$ cat src/rtl/peripheral_dma_ahb3_master_arbiter_pkg.sv
`default_nettype none
// +--------------------------------------------------------------------------+
// | peripheral_dma_ahb3_master_arbiter_pkg                                    |
// | AHB3-Lite constants and DMA master-arbiter FSM state type.                |
// | Revision: 1.0                                                             |
// +--------------------------------------------------------------------------+
package peripheral_dma_ahb3_master_arbiter_pkg;

  localparam logic [1:0] HTRANS_IDLE      = 2'b00;
  localparam logic [1:0] HTRANS_NONSEQ    = 2'b10;
  localparam logic [2:0] HBURST_SINGLE    = 3'b000;
  localparam logic [2:0] HSIZE_BYTE       = 3'b000;
  localparam logic [3:0] HPROT_DATA       = 4'b0001;
  localparam logic [3:0] HPROT_PRIVILEGED = 4'b0010;
  localparam logic       HRESP_ERROR      = 1'b1;
  localparam logic [3:0] HPROT_DMA        = HPROT_DATA | HPROT_PRIVILEGED;

  typedef enum logic [1:0] {
    ST_IDLE = 2'd0,
    ST_ADDR = 2'd1,
    ST_DATA = 2'd2,
    ST_RESP = 2'd3
  } dma_ahb_state_t;

  function automatic int rr_wrap(input int value, input int modulus);
    return (value >= modulus) ? value - modulus : value;
  endfunction

endpackage
`default_nettype wire

$ cat src/rtl/peripheral_dma_ahb3_master_arbiter_rr.sv
`default_nettype none
// +--------------------------------------------------------------------------+
// | peripheral_dma_arbiter_rr                                                 |
// | Combinational round-robin arbiter: first request after the last grant.    |
// | Revision: 1.0                                                             |
// +--------------------------------------------------------------------------+
module peripheral_dma_arbiter_rr
  import peripheral_dma_ahb3_master_arbiter_pkg::*;
#(
  parameter int REQUESTERS = 4,
  parameter int IDX_W      = $clog2(REQUESTERS)
) (
  input  logic [REQUESTERS-1:0] i_req,
  input  logic [IDX_W-1:0]      i_last,
  output logic [REQUESTERS-1:0] o_gnt,
  output logic [IDX_W-1:0]      o_idx
);

  logic             w_found;
  logic [IDX_W-1:0] w_cand;

  // Scan starts one past the last grant so the last winner has lowest priority.
  always_comb begin
    o_gnt   = '0;
    o_idx   = '0;
    w_found = 1'b0;
    w_cand  = '0;
    for (int i = 1; i <= REQUESTERS; i++) begin
      w_cand = IDX_W'(rr_wrap(int'(i_last) + i, REQUESTERS));
      if (!w_found && i_req[w_cand]) begin
        w_found       = 1'b1;
        o_gnt[w_cand] = 1'b1;
        o_idx         = w_cand;
      end
    end
  end

endmodule
`default_nettype wire

$ cat src/rtl/peripheral_dma_ahb3_master_arbiter.sv
`default_nettype none
// +--------------------------------------------------------------------------+
// | peripheral_dma_ahb3_master_arbiter                                        |
// | Round-robin sharing of one AHB3-Lite master port, one SINGLE at a time.   |
// | Revision: 1.0                                                             |
// +--------------------------------------------------------------------------+
module peripheral_dma_ahb3_master_arbiter
  import peripheral_dma_ahb3_master_arbiter_pkg::*;
#(
  parameter int REQUESTERS = 4,
  parameter int HADDR_SIZE = 64,
  parameter int HDATA_SIZE = 64
) (
  input  logic                             HRESETn,
  input  logic                             HCLK,
  input  logic [REQUESTERS-1:0]            req_i,
  input  logic [REQUESTERS-1:0]            req_we_i,
  input  logic [REQUESTERS*HADDR_SIZE-1:0] req_addr_i,
  input  logic [REQUESTERS*3-1:0]          req_size_i,
  input  logic [REQUESTERS*HDATA_SIZE-1:0] req_wdata_i,
  output logic [REQUESTERS-1:0]            ack_o,
  output logic [HDATA_SIZE-1:0]            rdata_o,
  output logic                             err_o,
  output logic                             HSEL,
  output logic [HADDR_SIZE-1:0]            HADDR,
  output logic [HDATA_SIZE-1:0]            HWDATA,
  input  logic [HDATA_SIZE-1:0]            HRDATA,
  output logic                             HWRITE,
  output logic [2:0]                       HSIZE,
  output logic [2:0]                       HBURST,
  output logic [3:0]                       HPROT,
  output logic [1:0]                       HTRANS,
  output logic                             HMASTLOCK,
  input  logic                             HREADY,
  input  logic                             HRESP
);

  localparam int IDX_W = $clog2(REQUESTERS);

  dma_ahb_state_t          r_state;
  dma_ahb_state_t          w_state_nxt;
  logic [IDX_W-1:0]        r_ptr;
  logic [REQUESTERS-1:0]   r_gnt;
  logic [HADDR_SIZE-1:0]   r_addr;
  logic                    r_we;
  logic [2:0]              r_size;
  logic [HDATA_SIZE-1:0]   r_wdata;
  logic [HDATA_SIZE-1:0]   r_rdata;
  logic                    r_err;
  logic [REQUESTERS-1:0]   w_arb_gnt;
  logic [IDX_W-1:0]        w_arb_idx;
  logic                    w_any_req;
  logic                    w_grant;

  peripheral_dma_arbiter_rr #(
    .REQUESTERS (REQUESTERS),
    .IDX_W      (IDX_W)
  ) u_arbiter (
    .i_req  (req_i),
    .i_last (r_ptr),
    .o_gnt  (w_arb_gnt),
    .o_idx  (w_arb_idx)
  );

  assign w_any_req = |req_i;
  assign w_grant   = (r_state == ST_IDLE) && w_any_req;

  always_ff @(posedge HCLK or negedge HRESETn) begin
    if (!HRESETn) begin
      r_state <= ST_IDLE;
    end else begin
      r_state <= w_state_nxt;
    end
  end

  // RESP always returns to IDLE without looking at req_i.
  always_comb begin
    w_state_nxt = r_state;
    case (r_state)
      ST_IDLE: if (w_any_req) w_state_nxt = ST_ADDR;
      ST_ADDR: if (HREADY)    w_state_nxt = ST_DATA;
      ST_DATA: if (HREADY)    w_state_nxt = ST_RESP;
      ST_RESP:                w_state_nxt = ST_IDLE;
      default:                w_state_nxt = ST_IDLE;
    endcase
  end

  always_ff @(posedge HCLK or negedge HRESETn) begin
    if (!HRESETn) begin
      r_ptr   <= IDX_W'(REQUESTERS - 1);
      r_gnt   <= '0;
      r_addr  <= '0;
      r_we    <= 1'b0;
      r_size  <= HSIZE_BYTE;
      r_wdata <= '0;
      r_rdata <= '0;
      r_err   <= 1'b0;
    end else begin
      if (w_grant) begin
        r_ptr   <= w_arb_idx;
        r_gnt   <= w_arb_gnt;
        r_addr  <= req_addr_i[int'(w_arb_idx)*HADDR_SIZE +: HADDR_SIZE];
        r_we    <= req_we_i[w_arb_idx];
        r_size  <= req_size_i[int'(w_arb_idx)*3 +: 3];
        r_wdata <= req_wdata_i[int'(w_arb_idx)*HDATA_SIZE +: HDATA_SIZE];
      end
      if ((r_state == ST_DATA) && HREADY) begin
        r_err <= (HRESP == HRESP_ERROR);
        if (!r_we) r_rdata <= HRDATA;
      end
    end
  end

  assign HSEL      = (r_state == ST_ADDR);
  assign HTRANS    = (r_state == ST_ADDR) ? HTRANS_NONSEQ : HTRANS_IDLE;
  assign HADDR     = r_addr;
  assign HWDATA    = r_wdata;
  assign HWRITE    = r_we;
  assign HSIZE     = r_size;
  assign HBURST    = HBURST_SINGLE;
  assign HPROT     = HPROT_DMA;
  assign HMASTLOCK = 1'b0;
  assign ack_o     = (r_state == ST_RESP) ? r_gnt : '0;
  assign rdata_o   = r_rdata;
  assign err_o     = r_err;

endmodule
`default_nettype wire

$ cat config.mk
export PLATFORM = sky130hd
export DESIGN_NAME = peripheral_dma_ahb3_master_arbiter
export DESIGN_NICKNAME = d
export VERILOG_FILES = /design/src/rtl/peripheral_dma_ahb3_master_arbiter_pkg.sv /design/src/rtl/peripheral_dma_ahb3_master_arbiter_rr.sv /design/src/rtl/peripheral_dma_ahb3_master_arbiter.sv
export SDC_FILE = /design/constraint.sdc
export NUM_CORES = 1
export LEC_CHECK = 0
export ABC_AREA = 1
export ABC_CLOCK_PERIOD_IN_PS = 2400
export CAP_MARGIN = 15
export CORE_AREA = 3 3 315 317
export DETAILED_ROUTE_END_ITERATION = 10
export DIE_AREA = 0 0 318 320
export GPL_TIMING_DRIVEN = 0
export PLACE_DENSITY_LB_ADDON = 0.15
export SKIP_CTS_REPAIR_TIMING = 1
export SYNTH_ARGS = -nofsm -noshare
export SYNTH_HDL_FRONTEND = slang
export SYNTH_SLANG_ARGS = --single-unit
$ cat constraint.sdc
create_clock -name HCLK -period 2.4 [get_ports HCLK]
set_input_delay 0.48 -clock HCLK [delete_from_list [all_inputs] [get_ports HCLK]]
set_output_delay 0.48 -clock HCLK [all_outputs]
set_load 0.1 [all_outputs]
==> results.toml <==
[outcome]
status = "complete, but fails checks"
violations = "negative setup slack"

[synth]
synth.avg_cell_area_sq_um = 7.31
synth_ff_type = "dfrtp_1"
syn_area_sq_um = 12700
synthCells = 1737
synthMuxAreaShare = 0.0576
synth_compound_area_frac = 0.00916
synth_xor_area_frac = 0
yosysSeqAreaShare = 0.404
synth.distinct_cells = 34
synth-seq-cells = 205
synth_top_family_by_area = "simple AND/OR/NAND/NOR gates"
ys_async_sr_fraction = 1.00
yosys.area_share.simple = 0.443
synth-adder-area-share = 0.0128
synth_edf_count = 0
yosysWarnings = 0

[die]
core.rowCount = 114
die_area_sq_um = 102000
initial_utilization = 0.132
num_io_pins = 812
core_sq_um = 96600
die_w_um = 318
die_h_um = 320

[place]
place_ws_ns = -1.34
portBuffers = 802
dpl.hpwl_um = 70700
place.gp.congestion = 0.877

[clocking]
clk_latency_ns = 0.60
cts_tree = "built"
cts_buffers = 30
clockBufferDepth = 3
clockRootBuffer = "clkbuf_16"
path_clk_slew_ns = 0.06
cts-htree-levels = 1
cts.sinks = 205

[layout]
register_area_sq_um = 5140
mostFrequentLayoutCells = "clkdlybuf4s50_1, nand3_1, nand2_1, dfrtp_1, nand3_2"
drive_above_1_share = 0.160
fin_nets = 3234
nFillCells = 10478
final_common_cell = "clkdlybuf4s50_1"
multi_input_area_sq_um = 7310
area_delta_synth_final_pct = 99.7
utilization = 0.263

[global_route]
grt_max_degree = 103
antenna_found_initial = 24
grt_overflow = 0
grt_pass1_vias = 16784
grt_pass1_wl_um = 122000
track_usage = 0.163

[detailed_routing]
vias = 16159
drtPass1Iterations = 9
viasPerCell = 4.11
drtIter0Drc = 919
antenna_left = 0
avgRoutedWirePerCell_um = 22.8
drt-total-wl_um = 89600
drc = 0

[min_path]
min_path_type = "in2async"

[sta]
fin_ws_ns = -0.460
clock-skew-final_ns = 0.0267
fmax_mhz = 350
fin_tns_setup_ns = -86.83
whs_ns = 0.308
rsz0062_at_grt = "yes"
drv_slew = 0
relSlewSlack = 0.231
layout_min_cycle_time_ns = 2.86
worst_pin_slew_ns = 1.15
hold_viol = 0
finalSetupViolCount = 334
post-route-period-util = 1.19

[worst_setup_path]
crit_path_start_kind = "register"
end_kind = "register"
cp.required_ns = 2.87
crit_arrival_ns = 3.33
worstPathMaxFanout = 8
reg2reg_depth = 14
path_class = "reg2reg"

[flow_run]
cap_violations = 0
[path summary, 6_finish.rpt]
| kind | start | end | slack, ns |
|---|---|---|---|
| max | r_ptr[1] | HWDATA[0] | -0.46 |
| min in group HCLK | HWDATA[61] | HWDATA[61] | 0.48 |
| min reg2reg | HWDATA[61] | HWDATA[61] | 0.48 |
| min | HRESETn | HWDATA[45] | 0.31 |
| max in group asynchronous | HRESETn | rdata_o[32] | 1.19 |
| max reg2reg | r_ptr[1] | HWDATA[0] | -0.46 |
[kinds of logic (layout without fill, tap and decap cells)]
group,Yosys count,in the layout
compound gates,17,17
fa+ha+maj,13,13
buf+inv,182,1082
flops,205,205
mux,65,65
other cells,2,18
simple gates,1253,1253
[metal layers]
| layer | global-route usage | part of all wire | vias to the layer above |
|---|---|---|---|
| met5 | 0 | 0.00090 | - |
| met3 | 0.0415 | 0.067 | 94 |
| met4 | 0.0300 | 0.022 | 12 |
| met2 | 0.301 | 0.51 | 653 |
| li1 | - | - | 7656 |
| met1 | 0.190 | 0.40 | 7744 |
[worst max-delay path, cell delays in order (launching register included)]
cell,delay (ns)
dfstp_4,0.70
clkinvlp_4,0.16
ha_4,0.33
inv_4,0.05
nand3_4,0.08
nand2_8,0.09
nor2_8,0.14
nand3_2,0.15
a21oi_4,0.23
buf_12,0.14
buf_16,0.17
buf_12,0.17
nand3_4,0.11
nand3_1,0.09
nand2_1,0.05
[sequential cells by signal, indices dropped and copies added, names as in the netlist]
signal   flops
HADDR       64
HSIZE        3
HWDATA      64
HWRITE       1
err_o        1
r_gnt        4
r_ptr        2
r_state      2
rdata_o     64
[cells in the mapped netlist (3+ instances only)]
cell / count / area share
a41oi_1: 4 / 0.0028
nand2_1: 558 / 0.16
dfrtp_1: 203 / 0.40
buf_2: 68 / 0.027
buf_4: 21 / 0.012
nand3_2: 3 / 0.0024
inv_2: 4 / 0.0012
a22oi_1: 4 / 0.0024
clkbuf_1: 55 / 0.016
buf_1: 8 / 0.0024
ha_1: 13 / 0.013
buf_6: 10 / 0.0089
mux2_2: 65 / 0.058
nand3_1: 669 / 0.26
nor2_1: 8 / 0.0024
o21ai_0: 4 / 0.0016
nand2_2: 6 / 0.0030
inv_1: 15 / 0.0044
[per-stage QoR]
stage	area [sq um]	std cells
after CTS	23500	3881
final	25400	3929
after floorplan	12700	1744
after detailed placement	22400	3826
after global placement	22400	3822
after global routing	25300	3921
[final cells by class]
cell class,count,area share
inverter,20,0.00350
clock inverter,8,0.00424
antenna,9,0.000888
timing repair buffer,849,0.345
clock buffer,47,0.0357
sequential,205,0.202
buffer,158,0.0575
multi-input combinational,1357,0.288
tap,1276,0.0629
Power is not shown: default switching activity piles up to over one toggle a cycle in this logic, so the estimate is an artifact.
